===== src/rtl/fp_addsub_seq.sv =====
// Multi-cycle sequencer for the FP add/sub datapath: screens special operands,
// steps the datapath through ALIGN/ADD/NORM/ROUND and holds the result under backpressure.
module fp_addsub_seq #(
    parameter int unsigned WIDTH        = 32,
    parameter int unsigned EXP_BITS     = 8,
    parameter int unsigned MANT_BITS    = 23,
    parameter int unsigned NORM_TIMEOUT = 32,
    parameter int unsigned CNT_W        = 16
) (
    input  logic             clk,
    input  logic             rst_n,
    input  logic             in_valid,
    output logic             in_ready,
    input  logic [WIDTH-1:0] a,
    input  logic [WIDTH-1:0] b,
    input  logic             op_sel,
    output logic [WIDTH-1:0] dp_a,
    output logic [WIDTH-1:0] dp_b,
    output logic             dp_op,
    output logic             dp_align_en,
    output logic             dp_add_en,
    output logic             dp_norm_en,
    output logic             dp_round_en,
    input  logic             dp_norm_done,
    input  logic [WIDTH-1:0] dp_result,
    output logic             out_valid,
    input  logic             out_ready,
    output logic [WIDTH-1:0] result,
    output logic             flag_invalid,
    output logic             flag_denorm,
    output logic             flag_timeout,
    output logic [CNT_W-1:0] op_count
);

    localparam int unsigned WD_W = $clog2(NORM_TIMEOUT + 1);
    localparam logic [WIDTH-1:0] QNAN =
        {1'b0, {EXP_BITS{1'b1}}, 1'b1, {(MANT_BITS-1){1'b0}}};

    typedef enum logic [2:0] {
        S_IDLE, S_CHECK, S_ALIGN, S_ADD, S_NORM, S_ROUND, S_DONE
    } state_t;

    state_t            state, state_d;
    logic [WIDTH-1:0]  dp_a_d, dp_b_d, result_d;
    logic              dp_op_d, out_valid_d;
    logic              flag_invalid_d, flag_denorm_d, flag_timeout_d;
    logic [CNT_W-1:0]  op_count_d;
    logic [WD_W-1:0]   wdog, wdog_d;
    logic              eff_sign_b;

    function automatic logic exp_ones(input logic [WIDTH-1:0] x);
        return &x[WIDTH-2 -: EXP_BITS];
    endfunction

    function automatic logic exp_zero(input logic [WIDTH-1:0] x);
        return ~|x[WIDTH-2 -: EXP_BITS];
    endfunction

    function automatic logic mant_nz(input logic [WIDTH-1:0] x);
        return |x[MANT_BITS-1:0];
    endfunction

    function automatic logic is_nan(input logic [WIDTH-1:0] x);
        return exp_ones(x) & mant_nz(x);
    endfunction

    function automatic logic is_inf(input logic [WIDTH-1:0] x);
        return exp_ones(x) & ~mant_nz(x);
    endfunction

    function automatic logic is_denorm(input logic [WIDTH-1:0] x);
        return exp_zero(x) & mant_nz(x);
    endfunction

    // Denormals are flushed to a zero that keeps the operand's sign.
    function automatic logic [WIDTH-1:0] flush(input logic [WIDTH-1:0] x);
        return is_denorm(x) ? {x[WIDTH-1], {(WIDTH-1){1'b0}}} : x;
    endfunction

    assign eff_sign_b = dp_b[WIDTH-1] ^ ~dp_op;

    // Strobes and in_ready decode the registered state only.
    assign in_ready    = (state == S_IDLE);
    assign dp_align_en = (state == S_ALIGN);
    assign dp_add_en   = (state == S_ADD);
    assign dp_norm_en  = (state == S_NORM);
    assign dp_round_en = (state == S_ROUND);

    always_ff @(posedge clk or negedge rst_n) begin
        if (!rst_n) begin
            state        <= S_IDLE;
            dp_a         <= '0;
            dp_b         <= '0;
            dp_op        <= 1'b0;
            result       <= '0;
            out_valid    <= 1'b0;
            flag_invalid <= 1'b0;
            flag_denorm  <= 1'b0;
            flag_timeout <= 1'b0;
            op_count     <= '0;
            wdog         <= '0;
        end else begin
            state        <= state_d;
            dp_a         <= dp_a_d;
            dp_b         <= dp_b_d;
            dp_op        <= dp_op_d;
            result       <= result_d;
            out_valid    <= out_valid_d;
            flag_invalid <= flag_invalid_d;
            flag_denorm  <= flag_denorm_d;
            flag_timeout <= flag_timeout_d;
            op_count     <= op_count_d;
            wdog         <= wdog_d;
        end
    end

    always_comb begin
        state_d        = state;
        dp_a_d         = dp_a;
        dp_b_d         = dp_b;
        dp_op_d        = dp_op;
        result_d       = result;
        out_valid_d    = out_valid;
        flag_invalid_d = flag_invalid;
        flag_denorm_d  = flag_denorm;
        flag_timeout_d = flag_timeout;
        op_count_d     = op_count;
        wdog_d         = wdog;

        unique case (state)
            S_IDLE: begin
                if (in_valid) begin
                    dp_a_d         = flush(a);
                    dp_b_d         = flush(b);
                    dp_op_d        = op_sel;
                    flag_denorm_d  = is_denorm(a) | is_denorm(b);
                    flag_invalid_d = 1'b0;
                    flag_timeout_d = 1'b0;
                    state_d        = S_CHECK;
                end
            end
            S_CHECK: begin
                if (is_nan(dp_a) || is_nan(dp_b)) begin
                    result_d       = QNAN;
                    flag_invalid_d = 1'b1;
                    out_valid_d    = 1'b1;
                    state_d        = S_DONE;
                end else if (is_inf(dp_a) && is_inf(dp_b) && (dp_a[WIDTH-1] != eff_sign_b)) begin
                    result_d       = QNAN;
                    flag_invalid_d = 1'b1;
                    out_valid_d    = 1'b1;
                    state_d        = S_DONE;
                end else if (is_inf(dp_a)) begin
                    result_d    = dp_a;
                    out_valid_d = 1'b1;
                    state_d     = S_DONE;
                end else if (is_inf(dp_b)) begin
                    result_d    = {eff_sign_b, dp_b[WIDTH-2:0]};
                    out_valid_d = 1'b1;
                    state_d     = S_DONE;
                end else begin
                    state_d = S_ALIGN;
                end
            end
            S_ALIGN: state_d = S_ADD;
            S_ADD: begin
                wdog_d  = '0;
                state_d = S_NORM;
            end
            S_NORM: begin
                // A done in the last watchdog cycle still takes precedence.
                if (dp_norm_done) begin
                    state_d = S_ROUND;
                end else if (wdog == WD_W'(NORM_TIMEOUT - 1)) begin
                    result_d       = QNAN;
                    flag_timeout_d = 1'b1;
                    out_valid_d    = 1'b1;
                    state_d        = S_DONE;
                end else begin
                    wdog_d = wdog + WD_W'(1);
                end
            end
            S_ROUND: begin
                result_d    = dp_result;
                out_valid_d = 1'b1;
                state_d     = S_DONE;
            end
            S_DONE: begin
                if (out_ready) begin
                    op_count_d     = op_count + CNT_W'(1);
                    out_valid_d    = 1'b0;
                    flag_invalid_d = 1'b0;
                    flag_denorm_d  = 1'b0;
                    flag_timeout_d = 1'b0;
                    state_d        = S_IDLE;
                end
            end
            default: state_d = S_IDLE;
        endcase
    end

endmodule


===== config.mk =====
export PLATFORM = sky130hd
export DESIGN_NAME = fp_addsub_seq
export DESIGN_NICKNAME = d
export VERILOG_FILES = /design/src/rtl/fp_addsub_seq.sv
export SDC_FILE = /design/constraint.sdc
export NUM_CORES = 1
export LEC_CHECK = 0
export ABC_AREA = 1
export CAP_MARGIN = 20
export CORE_MARGIN = 2
export CORE_UTILIZATION = 44
export DETAILED_ROUTE_END_ITERATION = 7
export PLACE_DENSITY = 0.91
export SETUP_SLACK_MARGIN = 0.1
export SYNTH_ARGS = -nofsm -noshare
export SYNTH_HDL_FRONTEND = slang
export SYNTH_SLANG_ARGS = --single-unit
export TNS_END_PERCENT = 100

===== constraint.sdc =====
create_clock -name clk -period 2.3 [get_ports clk]
set_clock_uncertainty 0.05 [all_clocks]
set_input_delay 0.23 -clock clk [delete_from_list [all_inputs] [get_ports clk]]
set_output_delay 0.23 -clock clk [all_outputs]
set_load 0.02 [all_outputs]

==> flow_summary.json <==
{
  "synth_top_cells_by_count": "nand2_1 (242), dfrtp_1 (126), nor2_1 (63)",
  "cap_violations": 0,
  "pin_count": 224,
  "drt-total-wl_mm": 16.9,
  "worst_slew_pin_slew_ps": 724,
  "crit_arrival_ps": 1810,
  "drive_gt1_share_pct": 7.05,
  "portBuffers": 223,
  "rows": 41,
  "finalHoldViolations": 0,
  "tns_ps": 0,
  "grt_usage_pct": 24.6,
  "intPower_mw": 7.09,
  "sequentialPowerShare_pct": 32.5,
  "peakVddDrop_mv": 1.04,
  "dieArea_mm2": 0.0139,
  "yosysMostFrequentCell": "nand2_1",
  "ant_nets": 0,
  "clock_power_share_pct": 22.5,
  "critical_path_class": "reg -> out",
  "synthesis.instances": 690,
  "synth_warnings": 0,
  "cp_slowest_stage_delay_ps": 470,
  "dr_wl_met3_mm": 1.08,
  "startpoint": "state[1]",
  "drc": 0,
  "syn_to_final_growth_pct": 53.2,
  "vias_per_cell": 5.00,
  "clk_path_buf_depth": 2,
  "finalSetupViolations": 0,
  "start_kind": "register",
  "firstDrtPassIters": 5,
  "ys_seq_area_share_pct": 55.1,
  "n_fill_cell": 995,
  "core_area_mm2": 0.0127,
  "antenna_found_initial": 0,
  "synth_ff_type": "dfrtp_1",
  "netlist_area_mm2": 0.00572,
  "slew_headroom_pct": 51.7,
  "net-switching-power_mw": 4.66,
  "pwr-share-comb_pct": 44.9,
  "finalCritPeriodShare_pct": 90.9,
  "dp.cells": 1075,
  "place.gp.congestion": 0.918,
  "first_global_vias": 5595,
  "outcome": "finished clean",
  "ys_seq_elements": 126,
  "synth_edf_count": 0,
  "synth_top_area_share_pct": 55.1,
  "crit_chain": "nor2_1, nand2_2, inv_1, dlygate4sd2_1",
  "initialDrtViolationCount": 348,
  "stdcell_area_mm2": 0.00877,
  "start_util_pct": 45.2,
  "final_cell_count_no_fill": 1108,
  "num_vias": 5543,
  "multi_input_area_mm2": 0.00223,
  "fin_crit_ps": 2090,
  "routed-wl-met2_mm": 8.62,
  "cts_setup_buffers": 0,
  "swShare_pct": 39.6,
  "synthArstFlopShare_pct": 100,
  "slowest_stage": "dfrtp_1",
  "layout.area.seq_mm2": 0.00315,
  "insertion_delay_ps": 410,
  "p_leak_nw": 4.23,
  "overflow": 0,
  "final_util_pct": 69.2,
  "rsz0062_at_grt": "false",
  "htree_levels": 4,
  "fin_ws_ps": 210,
  "grt_pass1_wl_mm": 27.3,
  "fmax_mhz": 478,
  "clockRootBuffer": "clkbuf_16",
  "cts_tree": "built",
  "cp_data_required_time_ps": 2020,
  "end_kind": "output pin",
  "fp.dieH_um": 118,
  "slew_violations": 0,
  "cp_max_fo": 8,
  "clock_sinks": 126,
  "clk_pin_slew_ps": 50,
  "yosysUniqueCellTypes": 35,
  "layout.nets": 1027,
  "avgSynthCellArea_um2": 8.29,
  "numCtsBuffers": 17,
  "synthTopCellsByArea": "dfrtp_1 (55%), nand2_1 (16%), nor2_1 (4.1%)",
  "yosysTopAreaCell": "dfrtp_1",
  "syn-num-nets": 794,
  "wl_met1_mm": 6.71,
  "reg2reg_from": "state[1]",
  "postPlaceCellArea_mm2": 0.00817,
  "worst_hold_path_type": "in -> async",
  "wl_per_cell_um": 15.2,
  "antenna_cells": 0,
  "grt_max_degree": 77,
  "top_layer_used": "met4",
  "dpl.hpwl_mm": 12.6,
  "pre_cts_ws_ps": 227,
  "fp.dieW_um": 118,
  "pwr_density_cell_mw_per_mm2": 1340
}
==> path summary, 6_finish.rpt <==
kind / endpoint / slack [ps] / cells past startpoint
max: dp_norm_en / 210 / 4
min: op_count[4] / 310 / 2
max reg2reg: result[31] / 320 / 9
min reg2reg: result[1] / 420 / 2
max in group asynchronous: op_count[5] / 1160 / 3
min in group clk: result[2] / 310 / 3
==> through the flow <==
step,power (mW),hold WS (ps)
6_report,11.8,305
5_1_grt,12.4,311
4_1_cts,11.8,294
3_5_place_dp,9.13,187
3_3_place_gp,8.96,180
2_1_floorplan,6.51,-116
==> cell families (layout without fill, tap and decap cells) <==
kind of cell / after synthesis / after routing / synth area share [%]
xor+xnor: 17 / 17 / 2.60
compound gates: 72 / 72 / 6.86
fa+ha+maj: 2 / 2 / 0.437
simple gates: 388 / 388 / 29.1
buf+inv: 85 / 331 / 5.90
flops: 126 / 126 / 55.1
==> worst max-delay path, delay by kind of cell (launching register included) <==
| kind | cells | cell delay (ps) |
|---|---|---|
| DFF | 1 | 470 |
| buffers and inverters | 2 | 530 |
| and+or+nand+nor | 2 | 410 |
==> placed cells by master, fill, tap and decap left out, types with 2 or more instances in the layout <==
cell type,synthesis,routed
nor2_2,3,3
buf_4,0,12
nand3b_1,2,2
o31ai_1,3,3
nor2_4,2,2
nor3_1,7,7
o21ai_1,7,7
clkinvlp_4,0,3
xnor2_1,9,9
nor2_1,63,63
o21a_1,2,2
nand4_1,11,11
nand3_1,40,40
a21oi_1,7,7
clkdlybuf4s50_1,0,217
o21ai_0,47,47
bufinv_16,0,2
inv_1,62,62
nor4_1,4,4
nor3_2,2,2
nand2_1,242,242
clkbuf_16,0,17
nand2_2,6,6
dlygate4sd2_1,0,5
dfrtp_1,126,126
clkbuf_8,0,4
o21ai_2,2,2
ha_1,2,2
xor2_1,8,8
clkinv_2,0,5
==> area by class of cell <==
cell class              instances  area share, %
flip-flops and latches        126           36.0
repair buffers                236           26.6
multi-input cells             479           25.5
clock buffers                  22           5.52
inverters                      63           2.71
well taps                     172           2.45
clock inverters                10           1.27
==> power groups by stage <==
stage          clock, mW  combinational, mW  sequential, mW
6_report            2.65               5.28            3.82
5_1_grt             2.78               5.69            3.94
3_5_place_dp           0               5.31            3.82
2_1_floorplan          0               1.81            4.71
4_1_cts             2.68               5.32            3.82
3_3_place_gp           0               5.18            3.78
==> metal layers <==
layer,vias to the layer above,global-route usage [%]
li1,2660,-
met1,2637,28.7
met2,206,42.9
met3,40,7.07
met4,0,9.56
met5,-,0
==> sequential cells by signal, summed over array words and instances, names as in the netlist <==
register and count:
dp_a 32, dp_b 32, result 32, op_count 16, wdog 6, state 3, dp_op 1, flag_denorm 1
flag_invalid 1, flag_timeout 1, out_valid 1
==> timing repair <==
action                     CTS  global route
setup endpoints to repair    5            11
gates resized for setup      5             1
hold endpoints to repair    36             0
hold buffers                 1             0
Note: power is estimated with default switching activity, not from simulation.
